`config.mk`:
```
export PLATFORM = sky130hd
export DESIGN_NAME = half_packer_flat
export DESIGN_NICKNAME = d
export VERILOG_FILES = /design/src/rtl/half_packer_pkg.sv /design/src/rtl/half_packer_if.sv /design/src/rtl/half_packer_idle_timer.sv /design/src/rtl/half_packer.sv /design/src/flat_wrapper.sv
export SDC_FILE = /design/constraint.sdc
export NUM_CORES = 1
export LEC_CHECK = 0
export ABC_AREA = 0
export BUFFER_PORTS_ARGS = -buffer_cell sky130_fd_sc_hd__buf_2
export CORE_UTILIZATION = 25
export DETAILED_ROUTE_END_ITERATION = 12
export SLEW_MARGIN = 20
export SYNTH_ARGS = -nofsm -noshare
export SYNTH_HDL_FRONTEND = slang
export SYNTH_HIERARCHICAL = 1
export SYNTH_SLANG_ARGS = --single-unit
```
`constraint.sdc`:
```
create_clock -name clk -period 2.55 [get_ports clk]
set_input_delay 0.255 -clock clk [delete_from_list [all_inputs] [get_ports clk]]
set_output_delay 0.255 -clock clk [all_outputs]
set_load 0.05 [all_outputs]
```
`src/rtl/half_packer_pkg.sv`:
```
// half_packer_pkg: state encodings and timer sizing shared by the packer files
package half_packer_pkg;
    typedef enum logic [1:0] {
        ST_EMPTY = 2'd0,
        ST_HALF  = 2'd1,
        ST_WAIT  = 2'd2
    } state_t;
    function automatic int timer_width(input int timeout);
        int w;
        w = $clog2(timeout + 1);
        return w < 1 ? 1 : w;
    endfunction
endpackage

```
`src/rtl/half_packer_if.sv`:
```
// half_packer_if: narrow beat stream in, packed FIFO write port out
interface half_packer_if #(parameter int DATA_WIDTH = 8);
    logic [DATA_WIDTH-1:0]   s_data;
    logic                    s_valid;
    logic                    s_ready;
    logic                    flush;
    logic                    fifo_full;
    logic                    wr;
    logic [2*DATA_WIDTH-1:0] w_data;
    logic                    w_pad;
    logic                    busy;
    modport master (output s_data, s_valid, flush, fifo_full, input s_ready, wr, w_data, w_pad, busy);
    modport slave (input s_data, s_valid, flush, fifo_full, output s_ready, wr, w_data, w_pad, busy);
endinterface

```
`src/rtl/half_packer_idle_timer.sv`:
```
// idle_timer: saturating idle counter that flags expiry at TIMEOUT-1
module idle_timer
    import half_packer_pkg::*;
#(
    parameter int TIMEOUT = 255
) (
    input  logic clk,
    input  logic reset_n,
    input  logic clr,
    input  logic en,
    output logic expire
);
    localparam int W = timer_width(TIMEOUT);
    localparam logic [W-1:0] LAST = W'(TIMEOUT == 0 ? 0 : TIMEOUT - 1);
    localparam logic [W-1:0] TOP = W'(TIMEOUT);
    logic [W-1:0] cnt;
    always_ff @(posedge clk or negedge reset_n) begin
        if (!reset_n)
            cnt <= '0;
        else if (clr || TIMEOUT == 0)
            cnt <= '0;
        else if (en && cnt != TOP)
            cnt <= cnt + 1'b1;
    end
    assign expire = (TIMEOUT != 0) && (cnt == LAST);
endmodule

```
`src/rtl/half_packer.sv`:
```
// half_packer: packs beat pairs into double-width FIFO words, padding a lone beat on flush or idle timeout
module half_packer
    import half_packer_pkg::*;
#(
    parameter int                    DATA_WIDTH = 8,
    parameter int                    TIMEOUT    = 255,
    parameter logic [DATA_WIDTH-1:0] PAD        = '0
) (
    input logic         clk,
    input logic         reset_n,
    half_packer_if.slave bus
);
    state_t                  state, state_n;
    logic [DATA_WIDTH-1:0]   lo, lo_n;
    logic [2*DATA_WIDTH-1:0] w_data, w_data_n;
    logic                    w_pad, w_pad_n;
    logic                    hs, clr, expire;
    idle_timer #(.TIMEOUT(TIMEOUT)) u_timer (
        .clk(clk),
        .reset_n(reset_n),
        .clr(clr),
        .en(state == ST_HALF),
        .expire(expire)
    );
    always_ff @(posedge clk or negedge reset_n) begin
        if (!reset_n) begin
            state  <= ST_EMPTY;
            lo     <= '0;
            w_data <= '0;
            w_pad  <= 1'b0;
        end else begin
            state  <= state_n;
            lo     <= lo_n;
            w_data <= w_data_n;
            w_pad  <= w_pad_n;
        end
    end
    // a handshake in HALF outranks flush and timeout
    always_comb begin
        state_n  = state;
        lo_n     = lo;
        w_data_n = w_data;
        w_pad_n  = w_pad;
        clr      = 1'b0;
        unique case (state)
            ST_EMPTY: if (hs) begin
                lo_n    = bus.s_data;
                clr     = 1'b1;
                state_n = ST_HALF;
            end
            ST_HALF: if (hs) begin
                w_data_n = {bus.s_data, lo};
                w_pad_n  = 1'b0;
                state_n  = ST_WAIT;
            end else if (bus.flush || expire) begin
                w_data_n = {PAD, lo};
                w_pad_n  = 1'b1;
                state_n  = ST_WAIT;
            end
            ST_WAIT: if (bus.wr) begin
                lo_n    = hs ? bus.s_data : lo;
                clr     = hs;
                state_n = hs ? ST_HALF : ST_EMPTY;
            end
            default: state_n = ST_EMPTY;
        endcase
    end
    assign hs          = bus.s_valid && bus.s_ready;
    assign bus.s_ready = (state != ST_WAIT) || !bus.fifo_full;
    assign bus.wr      = (state == ST_WAIT) && !bus.fifo_full;
    assign bus.w_data  = w_data;
    assign bus.w_pad   = w_pad;
    assign bus.busy    = state != ST_EMPTY;
endmodule

```
`src/flat_wrapper.sv`:
```
// flat-port wrapper written by rule: the top's interface ports become plain ports
module half_packer_flat import half_packer_pkg::*;
#(
    parameter int                    DATA_WIDTH = 8,
    parameter int                    TIMEOUT    = 255,
    parameter logic [DATA_WIDTH-1:0] PAD        = '0
)
  (clk, reset_n, bus_s_data, bus_s_valid, bus_flush, bus_fifo_full, bus_s_ready, bus_wr, bus_w_data, bus_w_pad, bus_busy);
  half_packer_if #(.DATA_WIDTH(DATA_WIDTH)) bus_i ();
  input logic clk;
  input logic reset_n;
  input wire logic [$bits(bus_i.s_data)-1:0] bus_s_data;
  input wire logic [$bits(bus_i.s_valid)-1:0] bus_s_valid;
  input wire logic [$bits(bus_i.flush)-1:0] bus_flush;
  input wire logic [$bits(bus_i.fifo_full)-1:0] bus_fifo_full;
  output wire logic [$bits(bus_i.s_ready)-1:0] bus_s_ready;
  output wire logic [$bits(bus_i.wr)-1:0] bus_wr;
  output wire logic [$bits(bus_i.w_data)-1:0] bus_w_data;
  output wire logic [$bits(bus_i.w_pad)-1:0] bus_w_pad;
  output wire logic [$bits(bus_i.busy)-1:0] bus_busy;
  assign bus_i.s_data = bus_s_data;
  assign bus_i.s_valid = bus_s_valid;
  assign bus_i.flush = bus_flush;
  assign bus_i.fifo_full = bus_fifo_full;
  assign bus_s_ready = bus_i.s_ready;
  assign bus_wr = bus_i.wr;
  assign bus_w_data = bus_i.w_data;
  assign bus_w_pad = bus_i.w_pad;
  assign bus_busy = bus_i.busy;
  half_packer #(.DATA_WIDTH(DATA_WIDTH), .TIMEOUT(TIMEOUT), .PAD(PAD)) u_core (.clk(clk), .reset_n(reset_n), .bus(bus_i));
endmodule
```
Yosys cells after proc, flatten, opt, wreduce, memory -nomap -nowiden
Cells that the tools add are included.
{"block": "totals", "reg_bits": 35, "latchBits": 0, "ram_bits": 0, "rom_bits": 0, "inputBits": 13, "out_inout_bits": 20, "elab_cells": 46, "n_memories": 0}
{"block": "op_classes", "n_addsub": 1, "mul": 0, "div_mod_pow": 0, "n_lt_le_gt_ge": 0, "eq_ne": 8, "shifts": 0, "muxes": 18, "bitwise_logic": 0, "n_reduce_logical": 14}
{"op": "$mux W16", "n": 2}
{"op": "$mux W8", "n": 4}
{"op": "$pmux W8 S2", "n": 1}
{"op": "$add A8 B1 Y8 const B", "n": 1}
{"op": "$eq A8 B8 Y1 const B", "n": 1}
{"op": "$mux W2", "n": 4}
{"op": "$ne A8 B8 Y1 const B", "n": 1}
{"op": "$reduce_bool A2 Y1", "n": 4}
{"op": "$pmux W2 S3", "n": 1}
{"op": "$mux W1", "n": 5}
{"op": "$ne A2 B2 Y1 const B", "n": 2}
{"op": "$reduce_and A2 Y1", "n": 2}
{"op": "$logic_and A1 B1 Y1", "n": 3}
{"op": "$ne A3 B1 Y1 const B", "n": 1}
{"op": "$reduce_and A3 Y1", "n": 1}
{"op": "$eq A2 B1 Y1 const B", "n": 1}
{"op": "$eq A2 B2 Y1 const B", "n": 1}
{"op": "$logic_not A2 Y1", "n": 1}
{"op": "$logic_or A1 B1 Y1", "n": 2}
{"op": "$ne A2 B1 Y1 const B", "n": 1}
{"op": "$pmux W1 S2", "n": 1}
{"op": "$logic_not A1 Y1", "n": 1}

Depth between registers and ports, before layout
Gate-level depths: netlist (run 1).
{"block": "logic_depth", "word_depth": 6, "mapped_depth": 8, "depth_no_buf": 6}

Cells and area by module
Netlist (run 1), hierarchy kept.
{"module": "half_packer", "instances": 1, "cells_each": 67, "area_each_um2": 1043.5, "seq_area_each_um2": 675.6}
{"module": "idle_timer", "instances": 1, "cells_each": 53, "area_each_um2": 495.5, "seq_area_each_um2": 200.2}

Worst setup path after synthesis (run 1)
Ideal clock, no wire load.
{"block": "synth_path", "path_type": "register to output", "start": "reg u_core.state[1]", "end": "out bus_wr", "arrival_time_ps": 1639, "t_required_ps": 2295, "slack_ps": 656, "stages_incl_launch_ff": 2, "path_buffers": 0, "path_cell_list": "dfrtp_1 -> nor3b_1"}
{"block": "synth_via", "elab_chain_cells": 2}
{"element": "from (decl)", "line": "half_packer.sv:13", "rtl": "state_t state, state_n;"}
{"element": "from (signal assigned)", "line": "half_packer.sv:32", "rtl": "state <= state_n;"}
{"element": "$eq A2 B2 Y1", "line": "half_packer.sv:70", "rtl": "assign bus.wr = (state == ST_WAIT) && !bus.fifo_full;"}
{"element": "$logic_and A1 B1 Y1", "line": "half_packer.sv:70"}
{"element": "to (decl)", "line": "flat_wrapper.sv:17", "rtl": "output wire logic [$bits(bus_i.wr)-1:0] bus_wr;"}
No other way between the ends.

Worst setup path in the final report (run 1)
{"block": "layout_path", "start": "reg u_core.u_timer.cnt[2]", "end": "reg u_core.w_data[4] (netlist: u_core/bus.w_data[4])"}
{"block": "layout_via", "elab_chain_cells": 4}
{"element": "from (decl)", "line": "half_packer_idle_timer.sv:16", "rtl": "logic [W-1:0] cnt;"}
{"element": "from (signal assigned)", "line": "half_packer_idle_timer.sv:23", "rtl": "cnt <= cnt + 1'b1;"}
{"element": "$eq A8 B8 Y1", "line": "half_packer_idle_timer.sv:25", "rtl": "assign expire = (TIMEOUT != 0) && (cnt == LAST);"}
{"element": "named net u_core.expire", "line": "half_packer.sv:17", "rtl": "logic hs, clr, expire;"}
{"element": "$logic_or A1 B1 Y1", "line": "half_packer.sv:55", "rtl": "end else if (bus.flush || expire) begin"}
{"element": "$reduce_bool A2 Y1 (no line)"}
{"element": "$reduce_and A2 Y1 (no line)"}
{"element": "to (signal assigned)", "line": "half_packer.sv:34", "rtl": "w_data <= w_data_n;"}
{"element": "to (decl)", "line": "half_packer.sv:15", "rtl": "logic [2*DATA_WIDTH-1:0] w_data, w_data_n;"}
The timed path passes the listed nets, and every way through them passes these cells.
A chain may end at the register's enable or synchronous reset.

==> flow_summary.toml, run 1 <==
[status]
outcome = "finished clean"

[cts]
number_of_buffers_added_by_the_clock_tree_synthesis_step = 5
htreeDepth = 2
max-clock-path-buffers = 2
clkSinkCount = 35
postCtsSetupBuffers = 0
clk_root_buffer_cell = "sky130_fd_sc_hd__clkbuf_8"
clkSlewWorstSetupHoldPaths_ns = 0.07
cts_tree = "built"
worst_skew_pair.late_latency_ns = 0.28
cts_resized = 0
holdBufCountCts = 0

[drt]
viasPerCell = 4.63
postRouteAntennaNets = 0
first_iter_violations = 50
detailroute.via_count = 1060
drt_first_pass_iters = 4
remaining_drc_errors = 0
wl_um = 3040
average_detailed_routed_wire_length_per_instance_um = 13.3

[worst_setup_path]
crit_path_max_fanout = 18
r2r_slack_ns = 0.58
timing.setup.critical_path_class = "reg -> reg"
setup.worst_path.start_class = "register"
critPathCaptureType = "register"
rr_startpoint = "u_core/u_timer/cnt[2]$_DFFE_PN0P_"
critPathArrivalTime_ns = 2.13
crit-reg2reg-capture = "u_core/bus.w_data[4]$_DFFE_PN0P_"
cp_data_required_time_ns = 2.72
timing.reg2reg.worst_path_depth = 6

[yosys]
synth-seq-cells = 35
post_synthesis_net_count = 135
post_synth.cell_area_avg_um2 = 12.8
netlist.area_leader.share_pct = 56.9
post_synth_inst_count = 120
synth.area.top_cells = "sky130_fd_sc_hd__dfrtp_1 (57%), sky130_fd_sc_hd__mux2_2 (12%), sky130_fd_sc_hd__a22o_1 (4.6%), sky130_fd_sc_hd__a21oi_1 (2.0%), sky130_fd_sc_hd__and3_1 (1.6%)"
synth.yosys.seq_area_share_pct = 56.9
yosysUniqueCellTypes = 36
syn_area_um2 = 1540
ys_warn_count = 6
largest_area_contributor_in_the_netlist = "sky130_fd_sc_hd__dfrtp_1"

[final_layout]
share_of_post_route_cells_with_drive_strength_above_1_pct = 40.9
area_growth_syn_to_layout_pct = 20.4
antenna_cells_inserted = 0
fillerInstances = 597
mostFrequentLayoutCells = "sky130_fd_sc_hd__dfrtp_1 (35), sky130_fd_sc_hd__buf_2 (32), sky130_fd_sc_hd__mux2_2 (16)"
final_nets = 169
mostFrequentLayoutCell = "sky130_fd_sc_hd__dfrtp_1"

[timing]
worst-slew-pin-transition_ns = 0.776
timing.slew.headroom_pct = 48.3
final_hold_violation_count = 0
rsz_0062_raised_after_global_routing = "false"
setup_viol_count_final = 0
timing.final.crit_period_ns = 1.97
timing.hold.ws_ns = 0.0457
fmaxAchievable_ghz = 0.508
fin_crit_sh_pct = 77.2
worst_clock_skew_ns = 0.00252
timing.setup.tns_ns = 0
timing_max_transition_violations_final = 0

[power_and_ir_drop]
p_per_area_nw_per_um2 = 1270
leakage_nw = 0.868
finalPower_mw = 2.36
vdd_drop_max_v = 0.000585

[floorplanning]
floorplan.die.width_um = 80.5
start_util_pct = 26.0
floorplan.io_pins = 33
core_area_um2 = 5920
fp.dieArea_um2 = 6470
fp-row-count = 28
dieHeight_um = 80.5

[grt]
grt_pass1_vias = 1025
grt_overflow_total = 0
grtUsageTotal_pct = 10.0
antenna_found_initial = 0
grt_first_pass_wirelength_um = 4840
grt_max_degree = 36

[flow_run]
drv_cap = 0

[worst_hold_path]
class_of_the_tightest_hold_or_removal_check = "in -> async"

[placed_design]
port-buffer-count = 32
post-dp-hpwl_um = 2100
globalplace.congestion = 0.712
## cell families (layout without fill, tap and decap cells)
family,Yosys count,count (layout),share of synthesized area [%]
flip-flops,35,35,56.9
adder cells (fa/ha/maj),2,2,1.63
AO/OA/AOI/OAI,23,23,12.2
multiplexers,18,18,13.4
AND/OR/NAND/NOR,29,29,11.6
buffers and inverters,13,47,4.23
## how the worst max path moves through the flow
stage | depth (start not counted) | startpoint | endpoint | slack, ns
after global routing | 6 | u_core/u_timer/cnt[2]$_DFFE_PN0P_ | u_core/bus.w_data[1]$_DFFE_PN0P_ | 0.47
after detailed placement | 6 | u_core/u_timer/cnt[2]$_DFFE_PN0P_ | u_core/bus.w_data[2]$_DFFE_PN0P_ | 0.60
after global placement | 6 | u_core/u_timer/cnt[2]$_DFFE_PN0P_ | u_core/bus.w_data[0]$_DFFE_PN0P_ | 0.66
after floorplan | 1 | u_core/state[1]$_DFFE_PN0P_ | bus_wr | 0.66
final | 6 | u_core/u_timer/cnt[2]$_DFFE_PN0P_ | u_core/bus.w_data[4]$_DFFE_PN0P_ | 0.58
after CTS | 6 | u_core/u_timer/cnt[2]$_DFFE_PN0P_ | u_core/bus.w_data[2]$_DFFE_PN0P_ | 0.59
## metal layers
metal / vias to the layer above / share of wire, % / GRT usage, %
met5: - / 0 / 0
li1: 502 / - / -
met1: 528 / 45 / 12.1
met2: 28 / 49 / 16.0
met3: 2 / 5.5 / 4.09
met4: 0 / 0.69 / 3.57
## synthesized netlist by cell type
| library cell | number |
|---|---|
| sky130_fd_sc_hd__a211oi_4 | 1 |
| sky130_fd_sc_hd__a21oi_1 | 6 |
| sky130_fd_sc_hd__and4_1 | 1 |
| sky130_fd_sc_hd__buf_6 | 1 |
| sky130_fd_sc_hd__nor2b_1 | 1 |
| sky130_fd_sc_hd__nor4b_1 | 1 |
| sky130_fd_sc_hd__a311oi_1 | 1 |
| sky130_fd_sc_hd__a21o_1 | 1 |
| sky130_fd_sc_hd__dfrtp_1 | 35 |
| sky130_fd_sc_hd__nor3b_1 | 1 |
| sky130_fd_sc_hd__mux2_2 | 16 |
| sky130_fd_sc_hd__a211oi_1 | 2 |
| sky130_fd_sc_hd__a31oi_1 | 1 |
| sky130_fd_sc_hd__nand3_1 | 4 |
| sky130_fd_sc_hd__inv_1 | 6 |
| sky130_fd_sc_hd__o31ai_2 | 1 |
| sky130_fd_sc_hd__and3_1 | 4 |
| sky130_fd_sc_hd__nor2b_4 | 1 |
| sky130_fd_sc_hd__and2_1 | 1 |
| sky130_fd_sc_hd__or2_2 | 1 |
| sky130_fd_sc_hd__o31a_1 | 1 |
| sky130_fd_sc_hd__mux2_4 | 1 |
| sky130_fd_sc_hd__ha_1 | 2 |
| sky130_fd_sc_hd__mux2_1 | 1 |
| sky130_fd_sc_hd__a41oi_1 | 1 |
| sky130_fd_sc_hd__nand2_1 | 2 |
| sky130_fd_sc_hd__nor2_1 | 2 |
| sky130_fd_sc_hd__nor3_1 | 5 |
| sky130_fd_sc_hd__clkbuf_1 | 1 |
| sky130_fd_sc_hd__buf_4 | 1 |
| sky130_fd_sc_hd__a22o_1 | 8 |
| sky130_fd_sc_hd__buf_2 | 4 |
| sky130_fd_sc_hd__nand4_1 | 2 |
| sky130_fd_sc_hd__nand2b_1 | 1 |
| sky130_fd_sc_hd__nand3b_1 | 1 |
| sky130_fd_sc_hd__nand3_2 | 1 |
## area by class of cell
| cell class | instances | area [µm²] | share of cell area (%) |
|---|---|---|---|
| clock buffer | 6 | 82.6 | 4.46 |
| multi-input combinational | 72 | 598 | 32.3 |
| inverter | 6 | 22.5 | 1.22 |
| timing repair buffer | 34 | 175 | 9.45 |
| sequential | 35 | 876 | 47.3 |
| tap | 75 | 93.8 | 5.06 |
| clock inverter | 1 | 5.00 | 0.270 |
## state kept, by name, summed over array words and instances, names as in the netlist
| signal | cells |
|---|---|
| u_core/bus.w_data | 16 |
| u_core/bus.w_pad | 1 |
| u_core/lo | 8 |
| u_core/state | 2 |
| u_core/u_timer/cnt | 8 |
## worst max-delay path: stages (launching register included)
cell and delay, ns:
sky130_fd_sc_hd__dfrtp_1 0.45, sky130_fd_sc_hd__and3_1 0.27, sky130_fd_sc_hd__and3_1 0.19, sky130_fd_sc_hd__nor3_1 0.21, sky130_fd_sc_hd__nand2b_1 0.13, sky130_fd_sc_hd__buf_4 0.24
sky130_fd_sc_hd__mux2_2 0.37
## stage by stage
stage                     instances  setup WS [ns]  utilization [%]  instance area, µm²
after global placement          222          0.658             29.8                1770
after detailed placement        222          0.596             29.8                1770
after CTS                       229          0.588             31.3                1850
after floorplan                 120          0.656                -                1540
final                           229          0.583             31.3                1850
after global routing            229          0.470             31.3                1850
## power by group
part           total, mW  leakage (nW)  internal, mW  switching [mW]
clock              0.404        0.0470         0.212           0.192
sequential         0.887         0.436         0.762           0.125
combinational       1.07         0.385         0.317           0.750
total               2.36         0.868          1.29            1.07
(Power assumes the default switching activity.)
==> run 2: changes to the inputs <==
- clock period: 2.55 -> 2 ns (I/O delays scaled with it)
==> flow_summary.toml, run 2 (same netlist as run 1, synthesis figures left out) <==
[status]
outcome = "finished, violations left"
violations = "hold timing"

[final_layout]
mostFrequentLayoutCell = "sky130_fd_sc_hd__dfrtp_1"
largestRegisters = "u_core/bus.w_data x16, u_core/lo x8, u_core/u_timer/cnt x8"
antenna_cells_inserted = 0
fin_cells = 237
largest_register_ffs = 16
registers.top_by_ff_count = "u_core/bus.w_data"
final_nets = 176
share_of_post_route_cells_with_drive_strength_above_1_pct = 43.8
area_growth_syn_to_layout_pct = 26.3
fillerInstances = 600
mostFrequentLayoutCells = "sky130_fd_sc_hd__dfrtp_1 (35), sky130_fd_sc_hd__buf_2 (32), sky130_fd_sc_hd__mux2_2 (16)"

[placed_design]
place.detailed.instances = 229
post-dp-hpwl_um = 2220
globalplace.congestion = 0.755
port-buffer-count = 32

[cts]
worst_skew_pair.late_latency_ns = 0.29
clkSinkCount = 35
postCtsSetupBuffers = 0
max-clock-path-buffers = 2
number_of_buffers_added_by_the_clock_tree_synthesis_step = 5
htreeDepth = 2
cts_resized = 0
clk_root_buffer_cell = "sky130_fd_sc_hd__clkbuf_8"
cts_tree = "built"
clkSlewWorstSetupHoldPaths_ns = 0.07
holdBufCountCts = 0

[floorplanning]
core_area_um2 = 5920
fp-row-count = 28
floorplan.io_pins = 33
floorplan.die.width_um = 80.5
dieHeight_um = 80.5
start_util_pct = 26.0
fp.dieArea_um2 = 6470

[timing]
timing.setup.tns_ns = 0
timing.final.crit_period_ns = 1.86
rsz_0062_raised_after_global_routing = "false"
fin_crit_sh_pct = 92.9
timing.hold.ws_ns = -0.0125
final_hold_violation_count = 35
setup_viol_count_final = 0
fmaxAchievable_ghz = 0.538
timing_max_transition_violations_final = 0
worst_clock_skew_ns = 0.00723
timing.slew.headroom_pct = 48.3
worst-slew-pin-transition_ns = 0.775

[drt]
remaining_drc_errors = 0
drt_first_pass_iters = 4
met2_wirelength_um = 1470
first_iter_violations = 47
met3WireLength_um = 201
uppermost_layer_routed = "met4"
average_detailed_routed_wire_length_per_instance_um = 13.3
detailroute.via_count = 1086
viasPerCell = 4.58
wl_met1_um = 1430
postRouteAntennaNets = 0
wl_um = 3150

[grt]
grt_first_pass_wirelength_um = 5260
grt_pass1_vias = 1027
grt_overflow_total = 0
grt_max_degree = 36
antenna_found_initial = 0
grtUsageTotal_pct = 11.1

[worst_setup_path]
setup.worst_path.start_class = "register"
rr_startpoint = "u_core/u_timer/cnt[4]$_DFFE_PN0P_"
cp-endpoint = "u_core/bus.w_data[1]$_DFFE_PN0P_"
r2r_slack_ns = 0.14
critPathCaptureType = "register"
cp_data_required_time_ns = 2.17
crit_path_max_fanout = 18
crit-reg2reg-capture = "u_core/bus.w_data[1]$_DFFE_PN0P_"
setup.worst_path.start = "u_core/u_timer/cnt[4]$_DFFE_PN0P_"
timing.setup.critical_path_class = "reg -> reg"
timing.reg2reg.worst_path_depth = 6
critPathArrivalTime_ns = 2.03

[power_and_ir_drop]
leakage_nw = 0.923
p_per_area_nw_per_um2 = 1620
finalPower_mw = 3.15
vdd_drop_max_v = 0.000781

[flow_run]
drv_cap = 0

[worst_hold_path]
class_of_the_tightest_hold_or_removal_check = "in -> async"
## run 2: how the worst min path moves through the flow
stage | end | cells after the start
floorplan | u_core/bus.w_data[0]$_DFFE_PN0P_ | 0
CTS | u_core/bus.w_data[2]$_DFFE_PN0P_ | 1
detailed placement | u_core/bus.w_data[12]$_DFFE_PN0P_ | 1
global placement | u_core/bus.w_data[12]$_DFFE_PN0P_ | 1
finish | u_core/bus.w_data[2]$_DFFE_PN0P_ | 1
global route | u_core/bus.w_data[2]$_DFFE_PN0P_ | 1
## run 2: report_power, final
| group | leakage [nW] | internal (mW) | switching, mW | total, mW |
|---|---|---|---|---|
| clock | 0.0581 | 0.371 | 0.258 | 0.629 |
| combinational | 0.429 | 0.428 | 0.964 | 1.39 |
| sequential | 0.436 | 0.972 | 0.160 | 1.13 |
| total | 0.923 | 1.77 | 1.38 | 3.15 |
## run 2: cell type report
type	count	area [µm²]	share of cell area, %
Clock buffer	5	68.8	3.54
Clock inverter	3	43.8	2.25
Inverter	6	22.5	1.16
Multi-Input combinational cell	72	598	30.8
Sequential cell	35	876	45.1
Tap cell	75	93.8	4.83
Timing Repair Buffer	41	240	12.4
## run 2: worst max-delay path, stage by stage, from the launching register on
cell	delay (ns)
sky130_fd_sc_hd__dfrtp_1	0.42
sky130_fd_sc_hd__and3_1	0.21
sky130_fd_sc_hd__and3_1	0.16
sky130_fd_sc_hd__nor3_1	0.25
sky130_fd_sc_hd__nand2b_1	0.19
sky130_fd_sc_hd__buf_12	0.16
sky130_fd_sc_hd__mux2_2	0.33
## run 2: through the flow
| stage | hold WS, ns | util [%] | area (µm²) | worst slack [ns] |
|---|---|---|---|---|
| after floorplan | -0.0956 | - | 1540 | 0.152 |
| after global placement | 0.319 | 30.9 | 1830 | 0.231 |
| after detailed placement | 0.328 | 30.9 | 1830 | 0.130 |
| after CTS | 0.0145 | 32.8 | 1940 | 0.122 |
| after global routing | 0.0365 | 32.8 | 1940 | 0.0599 |
| final | -0.0125 | 32.8 | 1940 | 0.143 |
## run 2: metal layers
metal | up-vias | global-route usage, %
li1 | 520 | -
met1 | 528 | 14.2
met2 | 33 | 16.8
met3 | 5 | 4.09
met4 | 0 | 4.29
met5 | - | 0
==> run 3: changes to the inputs <==
- RECOVER_POWER: unset -> 25
==> flow_summary.toml, run 3 (same netlist as run 1, synthesis figures left out) <==
[timing]
fmaxAchievable_ghz = 0.538
worst-slew-pin-transition_ns = 1.85
timing_max_transition_violations_final = 36
timing.hold.ws_ns = 0.148
rsz_0062_raised_after_global_routing = "false"
post-route-worst-setup-slack_ns = 0.143
timing.final.crit_period_ns = 1.86
timing.slew.headroom_pct = -23.5
setup_viol_count_final = 0
final_hold_violation_count = 0
fin_crit_sh_pct = 92.9
timing.setup.tns_ns = 0
worst_clock_skew_ns = 0.00723

[grt]
grt_first_pass_wirelength_um = 5260
grtUsageTotal_pct = 11.1
grt_max_degree = 36
grt_pass1_vias = 1027
antenna_found_initial = 0
grt_overflow_total = 0

[cts]
holdBufCountCts = 0
cts_tree = "built"
clk_root_buffer_cell = "sky130_fd_sc_hd__clkbuf_8"
max-clock-path-buffers = 2
htreeDepth = 2
clkSinkCount = 35
worst_skew_pair.late_latency_ns = 0.29
clkSlewWorstSetupHoldPaths_ns = 0.07
cts_resized = 0
postCtsSetupBuffers = 0
number_of_buffers_added_by_the_clock_tree_synthesis_step = 5

[worst_setup_path]
setup.worst_path.start_class = "register"
crit_chain = "and3_1 > and3_1 > nor3_1 > nand2b_1 > buf_12 > mux2_2"
crit_path_max_fanout = 18
critPathArrivalTime_ns = 2.03
crit_top_cell = "sky130_fd_sc_hd__and3_1"
critPathCaptureType = "register"
r2r_slack_ns = 0.14
timing.setup.critical_path_class = "reg -> reg"
critical-path-max-stage-delay_ns = 0.42
critPathTopFamily = "simple AND/OR/NAND/NOR gates"
worstPathBufferInverterCount = 1
timing.critical_path.slowest_stage_cell = "sky130_fd_sc_hd__dfrtp_1"
cp_data_required_time_ns = 2.17

[placed_design]
post-dp-hpwl_um = 2220
place.detailed.instances = 229
placedInstanceArea_um2 = 1830
post-place-ws_ns = 0.130
globalplace.congestion = 0.755
port-buffer-count = 32

[final_layout]
largestRegisters = "u_core/bus.w_data x16, u_core/lo x8, u_core/u_timer/cnt x8"
fin_area_um2 = 1940
antenna_cells_inserted = 0
fillerInstances = 601
area_growth_syn_to_layout_pct = 26.2
mostFrequentLayoutCells = "sky130_fd_sc_hd__dfrtp_1 (35), sky130_fd_sc_hd__buf_2 (31), sky130_fd_sc_hd__mux2_2 (16)"
seqCellArea_um2 = 876
multi_input_comb_area_um2 = 598
largest_register_ffs = 16
final_nets = 176
registers.top_by_ff_count = "u_core/bus.w_data"
share_of_post_route_cells_with_drive_strength_above_1_pct = 43.2
mostFrequentLayoutCell = "sky130_fd_sc_hd__dfrtp_1"
postLayoutCoreUtil_pct = 32.8
fin_cells = 237

[status]
outcome = "finished, violations left"
violations = "capacitance limit, slew limit"

[power_and_ir_drop]
p_per_area_nw_per_um2 = 1620
vdd_drop_max_v = 0.000781
finalPower_mw = 3.15
leakage_nw = 0.920

[flow_run]
drv_cap = 1

[drt]
wl_um = 3150
detailroute.via_count = 1082
first_iter_violations = 47
viasPerCell = 4.57
average_detailed_routed_wire_length_per_instance_um = 13.3
remaining_drc_errors = 0
drt_first_pass_iters = 4
postRouteAntennaNets = 0

[floorplanning]
start_util_pct = 26.0
floorplan.io_pins = 33
fp.dieArea_um2 = 6470
floorplan.die.width_um = 80.5
fp-row-count = 28
dieHeight_um = 80.5
core_area_um2 = 5920

[worst_hold_path]
class_of_the_tightest_hold_or_removal_check = "in -> reg"
-- run 3: cell types whose count changed in the layout (fill, tap and decap cells not counted), sizes merged --
cell | before | now
buf | 41 | 40
clkbuf | 5 | 6
-- run 3: final timing paths --
path                                                        start                                end  cells after the start
worst max-delay path            u_core/u_timer/cnt[4]$_DFFE_PN0P_   u_core/bus.w_data[1]$_DFFE_PN0P_                      6
worst min-delay path                                bus_s_data[5]  u_core/bus.w_data[13]$_DFFE_PN0P_                      2
worst max register to register  u_core/u_timer/cnt[4]$_DFFE_PN0P_   u_core/bus.w_data[1]$_DFFE_PN0P_                      6
worst min register to register           u_core/lo[5]$_DFFE_PN0P_   u_core/bus.w_data[5]$_DFFE_PN0P_                      1
max in group asynchronous                                 reset_n           u_core/lo[7]$_DFFE_PN0P_                      1
min in group asynchronous                                 reset_n   u_core/bus.w_data[2]$_DFFE_PN0P_                      1
-- run 3: layout make-up --
cell class / instances / share of cell area [%]
Clock buffer: 5 / 3.54
Clock inverter: 3 / 2.26
Inverter: 6 / 1.16
Multi-Input combinational cell: 72 / 30.8
Sequential cell: 35 / 45.1
Tap cell: 75 / 4.83
Timing Repair Buffer: 41 / 12.3
-- run 3: per-layer routing --
| metal | GRT usage (%) | part of all wire [%] | wire (µm) | vias up |
|---|---|---|---|---|
| met4 | 4.29 | 1.6 | 51 | 0 |
| met2 | 16.8 | 47 | 1470 | 30 |
| met5 | 0 | 0 | 0 | - |
| met3 | 4.09 | 6.2 | 194 | 5 |
| li1 | - | - | - | 520 |
| met1 | 14.2 | 45 | 1430 | 527 |
-- run 3: power by group --
group,switching [mW],internal [mW]
Combinational,0.964,0.428
Clock,0.258,0.371
Sequential,0.160,0.972
Total,1.38,1.77
-- run 3: worst register-to-register path: stages (launching register included) --
cell and delay, ns:
sky130_fd_sc_hd__dfrtp_1 0.42, sky130_fd_sc_hd__and3_1 0.21, sky130_fd_sc_hd__and3_1 0.16, sky130_fd_sc_hd__nor3_1 0.25
sky130_fd_sc_hd__nand2b_1 0.19, sky130_fd_sc_hd__buf_12 0.16, sky130_fd_sc_hd__mux2_2 0.34
